**src/rtl/rv32i_pkg.sv**
```systemverilog
// Shared definitions for the RV32I multi-cycle sequencer: opcodes, FSM states,
// writeback source codes and trap causes.
package rv32i_pkg;

    localparam logic [6:0] OPC_OP     = 7'b0110011;
    localparam logic [6:0] OPC_OP_IMM = 7'b0010011;
    localparam logic [6:0] OPC_LOAD   = 7'b0000011;
    localparam logic [6:0] OPC_STORE  = 7'b0100011;
    localparam logic [6:0] OPC_BRANCH = 7'b1100011;
    localparam logic [6:0] OPC_JAL    = 7'b1101111;
    localparam logic [6:0] OPC_JALR   = 7'b1100111;
    localparam logic [6:0] OPC_LUI    = 7'b0110111;
    localparam logic [6:0] OPC_AUIPC  = 7'b0010111;
    localparam logic [6:0] OPC_FENCE  = 7'b0001111;
    localparam logic [6:0] OPC_SYSTEM = 7'b1110011;

    typedef enum logic [2:0] {
        ST_FETCH,
        ST_DECODE,
        ST_EXEC,
        ST_MEM,
        ST_WB,
        ST_TRAP
    } state_e;

    typedef enum logic [1:0] {
        WB_ALU = 2'd0,
        WB_MEM = 2'd1,
        WB_PC4 = 2'd2,
        WB_IMM = 2'd3
    } wb_sel_e;

    typedef enum logic [1:0] {
        TRAP_NONE    = 2'd0,
        TRAP_ILLEGAL = 2'd1,
        TRAP_BUS     = 2'd2,
        TRAP_ENV     = 2'd3
    } trap_cause_e;

    // Every legal opcode ends in 2'b11, so this also rejects compressed encodings.
    function automatic logic opcode_legal(input logic [6:0] opc);
        logic legal;
        case (opc)
            OPC_OP, OPC_OP_IMM, OPC_LOAD, OPC_STORE, OPC_BRANCH, OPC_JAL,
            OPC_JALR, OPC_LUI, OPC_AUIPC, OPC_FENCE, OPC_SYSTEM: legal = 1'b1;
            default:                                            legal = 1'b0;
        endcase
        return legal;
    endfunction

endpackage

```
**src/rtl/rv32i_multicycle_sequencer_if.sv**
```systemverilog
// Single-port memory handshake between the sequencer (master) and memory (slave).
interface rv32i_multicycle_sequencer_if;

    logic mem_req;
    logic mem_we;
    logic addr_sel;
    logic mem_ready;
    logic mem_rdata_valid;

    modport master (
        output mem_req,
        output mem_we,
        output addr_sel,
        input  mem_ready,
        input  mem_rdata_valid
    );

    modport slave (
        input  mem_req,
        input  mem_we,
        input  addr_sel,
        output mem_ready,
        output mem_rdata_valid
    );

endinterface

```
**src/rtl/rv32i_multicycle_sequencer_alu_ctrl.sv**
```systemverilog
// Combinational ALU operand/operation selects derived from the instruction fields.
module rv32i_alu_ctrl
    import rv32i_pkg::*;
(
    input  logic [6:0] opcode,
    input  logic [2:0] funct3,
    input  logic       funct7_b5,
    output logic       sub_sra,
    output logic       alu_src_imm
);

    // SLT/SLTU compare via subtraction, hence the funct3 = 01x term.
    always_comb begin
        sub_sra     = 1'b0;
        alu_src_imm = 1'b1;
        case (opcode)
            OPC_OP: begin
                sub_sra     = funct7_b5 | (~funct3[2] & funct3[1]);
                alu_src_imm = 1'b0;
            end
            OPC_OP_IMM: begin
                sub_sra = ((funct3 == 3'b101) & funct7_b5) | (~funct3[2] & funct3[1]);
            end
            OPC_BRANCH: begin
                sub_sra     = 1'b1;
                alu_src_imm = 1'b0;
            end
            default: ;
        endcase
    end

endmodule

```
**src/rtl/rv32i_multicycle_sequencer.sv**
```systemverilog
// Multi-cycle RV32I control FSM: fetch, decode, execute, memory and writeback
// over a shared single-port memory, with an optional bus-timeout trap.
module rv32i_multicycle_sequencer
    import rv32i_pkg::*;
#(
    parameter int unsigned STALL_LIMIT = 0,
    parameter int unsigned CNT_W       = 8
) (
    input  logic                         CLK,
    input  logic                         RST_N,
    input  logic [31:0]                  INSN,
    input  logic                         branch_taken,
    rv32i_multicycle_sequencer_if.master mem_bus,
    output logic                         ir_load,
    output logic                         pc_load,
    output logic                         pc_next_sel,
    output logic                         pc_alu_sel,
    output logic                         sub_sra,
    output logic                         alu_src_imm,
    output logic [1:0]                   wb_sel,
    output logic                         rd_we,
    output logic                         halted,
    output logic [1:0]                   trap_cause
);

    localparam logic [CNT_W-1:0] STALL_MAX   = CNT_W'(STALL_LIMIT);
    localparam logic [CNT_W-1:0] CNT_SAT     = {CNT_W{1'b1}};
    localparam bit               STALL_CHECK = (STALL_LIMIT != 0);

    state_e            state_q, state_d;
    logic [CNT_W-1:0]  stall_cnt_q, stall_cnt_d;
    logic              hold_q, hold_d;
    trap_cause_e       trap_cause_q, trap_cause_d;

    logic [6:0]        opcode;
    logic              is_store;
    logic              alu_sub_sra;
    logic              alu_imm;
    logic              stall_timeout;
    logic [CNT_W-1:0]  stall_next;
    logic              mem_req_c;
    logic              mem_we_c;
    logic              addr_sel_c;
    logic              unused_bits;

    assign opcode        = INSN[6:0];
    assign is_store      = (opcode == OPC_STORE);
    assign stall_timeout = STALL_CHECK && (stall_cnt_q == STALL_MAX) && !mem_bus.mem_ready;
    assign stall_next    = (stall_cnt_q == CNT_SAT) ? stall_cnt_q : stall_cnt_q + CNT_W'(1);
    assign unused_bits   = ^{INSN[31], INSN[29:15], INSN[11:7], mem_bus.mem_rdata_valid};

    rv32i_alu_ctrl u_alu_ctrl (
        .opcode      (opcode),
        .funct3      (INSN[14:12]),
        .funct7_b5   (INSN[30]),
        .sub_sra     (alu_sub_sra),
        .alu_src_imm (alu_imm)
    );

    // hold_q keeps FETCH quiet for one cycle after reset release and after a
    // store completes, so a request never starts right after mem_ready.
    always_ff @(posedge CLK or negedge RST_N) begin
        if (!RST_N) begin
            state_q      <= ST_FETCH;
            stall_cnt_q  <= '0;
            hold_q       <= 1'b1;
            trap_cause_q <= TRAP_NONE;
        end else begin
            state_q      <= state_d;
            stall_cnt_q  <= stall_cnt_d;
            hold_q       <= hold_d;
            trap_cause_q <= trap_cause_d;
        end
    end

    always_comb begin
        state_d      = state_q;
        stall_cnt_d  = stall_cnt_q;
        hold_d       = 1'b0;
        trap_cause_d = trap_cause_q;
        mem_req_c    = 1'b0;
        mem_we_c     = 1'b0;
        addr_sel_c   = 1'b0;
        ir_load      = 1'b0;
        pc_load      = 1'b0;
        pc_next_sel  = 1'b0;
        pc_alu_sel   = 1'b0;
        sub_sra      = 1'b0;
        alu_src_imm  = 1'b0;
        wb_sel       = WB_ALU;
        rd_we        = 1'b0;
        halted       = 1'b0;

        case (state_q)
            ST_FETCH: begin
                if (hold_q) begin
                    stall_cnt_d = '0;
                end else begin
                    mem_req_c = 1'b1;
                    if (mem_bus.mem_ready) begin
                        ir_load = 1'b1;
                        state_d = ST_DECODE;
                    end else if (stall_timeout) begin
                        state_d      = ST_TRAP;
                        trap_cause_d = TRAP_BUS;
                    end else begin
                        stall_cnt_d = stall_next;
                    end
                end
            end

            ST_DECODE: begin
                if (!opcode_legal(opcode)) begin
                    state_d      = ST_TRAP;
                    trap_cause_d = TRAP_ILLEGAL;
                end else begin
                    state_d = ST_EXEC;
                end
            end

            ST_EXEC: begin
                sub_sra     = alu_sub_sra;
                alu_src_imm = alu_imm;
                case (opcode)
                    OPC_LOAD, OPC_STORE: begin
                        state_d     = ST_MEM;
                        stall_cnt_d = '0;
                    end
                    OPC_BRANCH: begin
                        pc_load     = 1'b1;
                        pc_alu_sel  = branch_taken;
                        state_d     = ST_FETCH;
                        stall_cnt_d = '0;
                    end
                    OPC_FENCE: begin
                        pc_load     = 1'b1;
                        state_d     = ST_FETCH;
                        stall_cnt_d = '0;
                    end
                    OPC_SYSTEM: begin
                        state_d      = ST_TRAP;
                        trap_cause_d = TRAP_ENV;
                    end
                    default: state_d = ST_WB;
                endcase
            end

            ST_MEM: begin
                mem_req_c  = 1'b1;
                addr_sel_c = 1'b1;
                mem_we_c   = is_store;
                if (mem_bus.mem_ready) begin
                    if (is_store) begin
                        pc_load     = 1'b1;
                        state_d     = ST_FETCH;
                        stall_cnt_d = '0;
                        hold_d      = 1'b1;
                    end else begin
                        state_d = ST_WB;
                    end
                end else if (stall_timeout) begin
                    state_d      = ST_TRAP;
                    trap_cause_d = TRAP_BUS;
                end else begin
                    stall_cnt_d = stall_next;
                end
            end

            ST_WB: begin
                rd_we       = 1'b1;
                pc_load     = 1'b1;
                state_d     = ST_FETCH;
                stall_cnt_d = '0;
                case (opcode)
                    OPC_JAL: begin
                        pc_alu_sel = 1'b1;
                        wb_sel     = WB_PC4;
                    end
                    OPC_JALR: begin
                        pc_next_sel = 1'b1;
                        wb_sel      = WB_PC4;
                    end
                    OPC_LUI:  wb_sel = WB_IMM;
                    OPC_LOAD: wb_sel = WB_MEM;
                    default:  wb_sel = WB_ALU;
                endcase
            end

            ST_TRAP: begin
                halted = 1'b1;
            end

            default: state_d = ST_FETCH;
        endcase
    end

    assign mem_bus.mem_req  = mem_req_c;
    assign mem_bus.mem_we   = mem_we_c;
    assign mem_bus.addr_sel = addr_sel_c;
    assign trap_cause       = trap_cause_q;

endmodule

```
**src/flat_wrapper.sv**
```systemverilog
// flat-port wrapper written by rule: the top's interface ports become plain ports
module rv32i_multicycle_sequencer_flat import rv32i_pkg::*;
#(
    parameter int unsigned STALL_LIMIT = 0,
    parameter int unsigned CNT_W       = 8
)
  (CLK, RST_N, INSN, branch_taken, ir_load, pc_load, pc_next_sel, pc_alu_sel, sub_sra, alu_src_imm, wb_sel, rd_we, halted, trap_cause, mem_bus_mem_req, mem_bus_mem_we, mem_bus_addr_sel, mem_bus_mem_ready, mem_bus_mem_rdata_valid);
  rv32i_multicycle_sequencer_if mem_bus_i ();
  input  logic CLK;
  input  logic RST_N;
  input  logic [31:0] INSN;
  input  logic branch_taken;
  output logic ir_load;
  output logic pc_load;
  output logic pc_next_sel;
  output logic pc_alu_sel;
  output logic sub_sra;
  output logic alu_src_imm;
  output logic [1:0] wb_sel;
  output logic rd_we;
  output logic halted;
  output logic [1:0] trap_cause;
  output wire logic [$bits(mem_bus_i.mem_req)-1:0] mem_bus_mem_req;
  output wire logic [$bits(mem_bus_i.mem_we)-1:0] mem_bus_mem_we;
  output wire logic [$bits(mem_bus_i.addr_sel)-1:0] mem_bus_addr_sel;
  input wire logic [$bits(mem_bus_i.mem_ready)-1:0] mem_bus_mem_ready;
  input wire logic [$bits(mem_bus_i.mem_rdata_valid)-1:0] mem_bus_mem_rdata_valid;
  assign mem_bus_mem_req = mem_bus_i.mem_req;
  assign mem_bus_mem_we = mem_bus_i.mem_we;
  assign mem_bus_addr_sel = mem_bus_i.addr_sel;
  assign mem_bus_i.mem_ready = mem_bus_mem_ready;
  assign mem_bus_i.mem_rdata_valid = mem_bus_mem_rdata_valid;
  rv32i_multicycle_sequencer #(.STALL_LIMIT(STALL_LIMIT), .CNT_W(CNT_W)) u_core (.CLK(CLK), .RST_N(RST_N), .INSN(INSN), .branch_taken(branch_taken), .mem_bus(mem_bus_i), .ir_load(ir_load), .pc_load(pc_load), .pc_next_sel(pc_next_sel), .pc_alu_sel(pc_alu_sel), .sub_sra(sub_sra), .alu_src_imm(alu_src_imm), .wb_sel(wb_sel), .rd_we(rd_we), .halted(halted), .trap_cause(trap_cause));
endmodule
```
**config.mk**
```make
export PLATFORM = sky130hd
export DESIGN_NAME = rv32i_multicycle_sequencer_flat
export DESIGN_NICKNAME = d
export VERILOG_FILES = /design/src/rtl/rv32i_pkg.sv /design/src/rtl/rv32i_multicycle_sequencer_if.sv /design/src/rtl/rv32i_multicycle_sequencer_alu_ctrl.sv /design/src/rtl/rv32i_multicycle_sequencer.sv /design/src/flat_wrapper.sv
export SDC_FILE = /design/constraint.sdc
export NUM_CORES = 1
export LEC_CHECK = 0
export ABC_AREA = 1
export BUFFER_PORTS_ARGS = -buffer_cell sky130_fd_sc_hd__buf_2
export CORE_MARGIN = 1.5
export CORE_UTILIZATION = 25
export DETAILED_ROUTE_END_ITERATION = 12
export PLACE_DENSITY = 0.59
export SLEW_MARGIN = 20
export SYNTH_ARGS = -nofsm -noshare
export SYNTH_HDL_FRONTEND = slang
export SYNTH_HIERARCHICAL = 1
export SYNTH_SLANG_ARGS = --single-unit
```
**constraint.sdc**
```tcl
create_clock -name CLK -period 1.3 [get_ports CLK]
set_input_delay 0 -clock CLK [delete_from_list [all_inputs] [get_ports CLK]]
set_output_delay 0 -clock CLK [all_outputs]
set_load 0.02 [all_outputs]
```
==> metrics, run 1 <==
Seq/Total Area, Yosys 21.5%; Tightest Hold Check Type in -> async; Inserted Diodes 0; Slew @ Worst Pin 0.247 ns; Initial Util 26.0%; Core ar. 2710 µm²; synth unique cells 22; P_leak 0.604 nW; total CTS buffers 3; fin nets 206; routed wire length 2.03 mm; Overall Global Routing Usage 13.5%; clock slew at reported path FFs 0.05 ns; Die X 56.1 µm; mean number of vias per cell 4.60; DIE AREA 3150 µm²; largest net degree at the start of global routing 10; failing checks negative setup slack; clk sink count 6; TritonRoute pass-1 iters 4; Avg Inst Size Synth 5.69 µm²; Hold Fails Final Rpt 0; cell breakdown of the critical path buf_4, nor2_4, nand2_1, o22ai_2, buf_6; vias after detailed routing 916; I/O pin count 52; Mapped Cells 124; Fin Clk Skew 0.00874 ns; WP data arrival 1.37 ns; setup violators final 8; area leader, netlist dfrtp_1; port bufs 29; crit-path max cell delay 0.47 ns; Core Rows 19; Yosys top cell area share 17.7%; Detailed Place HPWL 1.43 mm; P&R area growth vs syn 66.0%; outcome complete, but fails checks; Setup crit end kind output pin; r2r setup slk -0.04 ns; ratio of cells with drive above 1 in the final layout 49.4%; dpl cells 186; vias in the first global route 853; worst-skew pair later-pin latency 0.25 ns; CP Class reg -> out; fin cells 199; Clock Tree Root clkbuf_4; Worst Path Buf+Inv 2; WP data required 1.30 ns; Post-Synthesis Cell Area 706 µm²; initial antenna violation count 0; global placement routability congestion 0.836; Detail Route Antenna Nets 0; FMAX 728 MHz; final worst setup slack -0.0732 ns; startpoint types flop; Die H 56.1 µm; yosys warns 6; drt drc 0; most common cell after layout, fill and taps aside nand2_1; worst vdd ir 0.852 mV; Max Slew Vio Count 0; Worst path slowest cell dfrtp_2; first-pass GRT wire length 3.48 mm; CTS tree built; worst r2r src u_core/state_q[0]; period utilization 106%; routed length per placed instance 10.2 µm; initial drt markers 34; FF+latch count, synth 6; Slew headroom 83.4%; Crit Path Max Fanout 5; Power Dens Cells 1180 nW/µm²; Power, Total 1.38 mW; Mapped Nets 161; Tmin final 1.37 ns; CTS Buffer Depth 2; FF-to-FF End u_core/state_q[2]; cell family with most CP delay flip-flops; synth top area cells dfrtp_1 (18%), nand2_1 (18%), nor2_1 (9.6%); most frequent cells in the layout nand2_1 (30), buf_2 (19), inv_1 (14), nor2_1 (14), nand3_1 (12); max-cap viol count 0; Register-to-Register Path Depth 7; RSZ-0062 raised after global routing true; htree depth 1; Overflow after GRT 0
[metrics by stage]
step	setup WS, ns	instance area [µm²]	util, %	hold slack [ns]	setup TNS (ns)
detailed placement	0.0772	920	33.9	-0.170	0
floorplan	-0.0730	721	-	-0.296	-0.230
global route	-0.144	1170	43.2	0.124	-1.09
CTS	-0.0774	1080	39.8	0.0877	-0.280
global placement	0.0674	920	33.9	-0.177	0
finish	-0.0732	1170	43.2	0.104	-0.253
[report_power, final]
group | internal [mW] | switching, mW
Clock | 0.116 | 0.0703
Combinational | 0.416 | 0.497
Sequential | 0.223 | 0.0611
[state kept, by name (all words and copies together) (netlist names)]
| signal | cells |
|---|---|
| u_core/state_q | 3 |
| u_core/trap_cause | 2 |
| u_core/hold_q | 1 |
[final cells by class]
type                    count  area, µm²
fillers                   277       1540
multi-input cells          95        569
repair buffers             40        292
flip-flops and latches      6        154
inverters                  23       91.3
well taps                  31       38.8
clock buffers               4       26.3
[synth_stat cells]
cell type and n:
nand2_1 33, nor2_1 18, inv_1 15, nand3_1 13
inv_2 8, dfrtp_1 5, nand2_2 5, nor2_2 4
nor3_1 4, a21oi_1 3, nand3b_1 2, nor2_4 2
nor3_2 2, o21ai_0 2, a211oi_1 1, a21oi_2 1
dfstp_2 1, nand4_1 1, nand4_2 1, o21ai_1 1
o22ai_1 1, or2_2 1
[worst max-delay path by stage]
stage / slack [ns] / start / depth (start not counted) / to
6_report: -0.07 / u_core/state_q[0] / 5 / pc_alu_sel
2_1_floorplan: -0.07 / u_core/state_q[0] / 3 / pc_alu_sel
3_5_place_dp: 0.08 / u_core/state_q[2] / 9 / u_core/state_q[0]
5_1_grt: -0.14 / u_core/state_q[0] / 5 / pc_alu_sel
3_3_place_gp: 0.07 / u_core/state_q[2] / 9 / u_core/state_q[0]
4_1_cts: -0.08 / u_core/state_q[2] / 6 / pc_alu_sel
[cells by family after synthesis]
family / share of synthesized area (%)
AOI/OAI and AO/OA: 7.45
buffers and inverters: 12.2
and+or+nand+nor: 58.9
DFF: 21.5
[layer usage]
metal / vias up / part of all wire (%) / global-route usage [%]
li1: 478 / - / -
met1: 416 / 44 / 17.5
met2: 22 / 52 / 23.0
met3: 0 / 4.2 / 2.33
met4: 0 / 0 / 4.08
met5: - / 0 / 0
[repair_timing]
action                                 in CTS  in global routing
buffers inserted                            7                  2
gates resized for setup                    22                 24
endpoints found under the hold margin       7                  0
setup endpoints to repair                  10                 13
hold buffers                                2                  0
pin swaps                                   8                 11
Power figures use the tool's default switching activity.
==> run 2, diff against run 1 <==
- CORE_UTILIZATION: 25 -> 39
- PLACE_DENSITY: 0.59 -> 0.83
- REMOVE_ABC_BUFFERS: unset -> 1
==> metrics, run 2 (synthesis gave the netlist of run 1 again) <==
FMAX 705 MHz; P_leak 0.623 nW; first-pass GRT wire length 3.42 mm; worst r2r src u_core/state_q[2]; Register-to-Register Path Depth 9; initial drt markers 20; max-cap viol count 0; CTS tree built; Slew @ Worst Pin 0.281 ns; largest register by flop count u_core/state_q; failing checks negative setup slack; WP data arrival 1.42 ns; CTS Buffer Depth 2; Sw Ratio 44.6%; final worst setup slack -0.118 ns; TritonRoute pass-1 iters 4; Core Rows 15; fin nets 207; Hold Fails Final Rpt 0; Psw 0.669 mW; cell breakdown of the critical path buf_4, nor3_4, inv_2, nor3_2, buf_4; Inserted Diodes 0; Worst path slowest cell dfrtp_1; Overflow after GRT 0; global placement routability congestion 0.879; Tmin final 1.42 ns; largest net degree at the start of global routing 10; most common cell after layout, fill and taps aside nand2_1; part of the power in registers 18.5%; startpoint types flop; routed wire length 2.31 mm; Detailed Place HPWL 1.43 mm; Fin Clk Skew 0.00593 ns; Crit Path Max Fanout 3; DIE AREA 2070 µm²; RSZ-0062 raised after global routing true; worst vdd ir 1.06 mV; r2r setup slk -0.05 ns; Power, Total 1.50 mW; I/O pin count 52; Tightest Hold Check Type in -> async; initial antenna violation count 0; period utilization 109%; dpl cells 180; drt drc 0; Slew headroom 81.1%; worst-skew pair later-pin latency 0.24 ns; Initial Util 41.3%; htree depth 1; routed length per placed instance 11.9 µm; crit-path max cell delay 0.40 ns; combinational share of power 69.6%; Overall Global Routing Usage 23.0%; Fillers 147; Worst Path Buf+Inv 3; Power Dens Cells 1280 nW/µm²; Max Slew Vio Count 0; FF-to-FF End u_core/state_q[2]; fin cells 194; WP data required 1.30 ns; total CTS buffers 3; most frequent cells in the layout nand2_1 (32), buf_2 (17), nor2_1 (16), buf_4 (15), inv_1 (13); vias in the first global route 831; CP Class reg -> out; vias after detailed routing 965; CP dominant cell by count buf_4; max FFs per register 3; cell family with most CP delay buffers and inverters; Fin Setup TNS -0.555 ns; clk sink count 6; final core utilization 68.7%; outcome complete, but fails checks; port bufs 29; Die X 45.5 µm; clock slew at reported path FFs 0.05 ns; Pint 0.830 mW; mean number of vias per cell 4.97; Setup crit end kind output pin; CP Depth 5; P&R area growth vs syn 66.3%; ratio of cells with drive above 1 in the final layout 49.1%; setup violators final 10; Detail Route Antenna Nets 0; Crit. Startpoint u_core/state_q[2]; DP Worst Slack 0.0369 ns; end point of the critical path ir_load; Clk pwr share 12.0%; Die H 45.5 µm; Core ar. 1710 µm²; Clock Tree Root clkbuf_4
-- run 2: changes by cell type in the layout (fill, tap and decap cells not counted), sizes merged --
cell / previous run / this run
buf: 38 / 39
-- run 2: power groups by stage --
| stage | Sequential, mW | Clock (mW) | Combinational, mW |
|---|---|---|---|
| 2_1_floorplan | 0.264 | 0 | 0.384 |
| 3_3_place_gp | 0.271 | 0 | 0.555 |
| 3_5_place_dp | 0.274 | 0 | 0.573 |
| 4_1_cts | 0.293 | 0.191 | 0.749 |
| 5_1_grt | 0.279 | 0.195 | 1.12 |
| 6_report | 0.277 | 0.179 | 1.04 |
-- run 2: cell type report --
cell class,instances,area [µm²],area share [%]
multi-input cells,95,568,48.4
repair buffers,41,305,26.0
flip-flops and latches,6,154,13.1
inverters,23,88.8,7.57
well taps,25,31.3,2.67
clock buffers,4,26.3,2.24
-- run 2: worst register-to-register path: stages, from the launching register on --
cell	delay [ns]
dfrtp_1	0.38
inv_2	0.07
buf_6	0.12
buf_4	0.13
nor3_4	0.23
inv_2	0.06
nand3_2	0.09
nor2_2	0.04
nand2_1	0.06
nand2_1	0.05
-- run 2: per-stage QoR --
stage               hold slack [ns]  area, µm²
floorplan                    -0.296        706
global placement             -0.178        897
detailed placement           -0.177        897
CTS                          0.0927       1060
global route                  0.105       1170
finish                        0.104       1170
-- run 2: worst min path at each step --
stage,cells past startpoint,end,slack (ns),from
6_report,2,u_core/trap_cause[0],0.10,RST_N
5_1_grt,2,u_core/state_q[0],0.10,RST_N
4_1_cts,2,u_core/trap_cause[0],0.09,RST_N
3_5_place_dp,1,u_core/state_q[1],-0.18,RST_N
3_3_place_gp,1,u_core/state_q[1],-0.18,RST_N
2_1_floorplan,0,u_core/state_q[0],-0.30,RST_N
-- run 2: what timing repair did --
item                                   CTS  global route
gates resized for setup                 25            20
setup endpoints to repair                9            16
hold buffers                             2             0
cloned                                   0             0
pin swaps                                7             5
endpoints found under the hold margin    7             0
setup buffers                            6             4
-- run 2: layer usage --
layer  part of all wire (%)  track usage, %
met5                      0               0
met4                    2.3            11.8
met3                    5.2            2.38
met2                     51            39.4
met1                     42            28.2
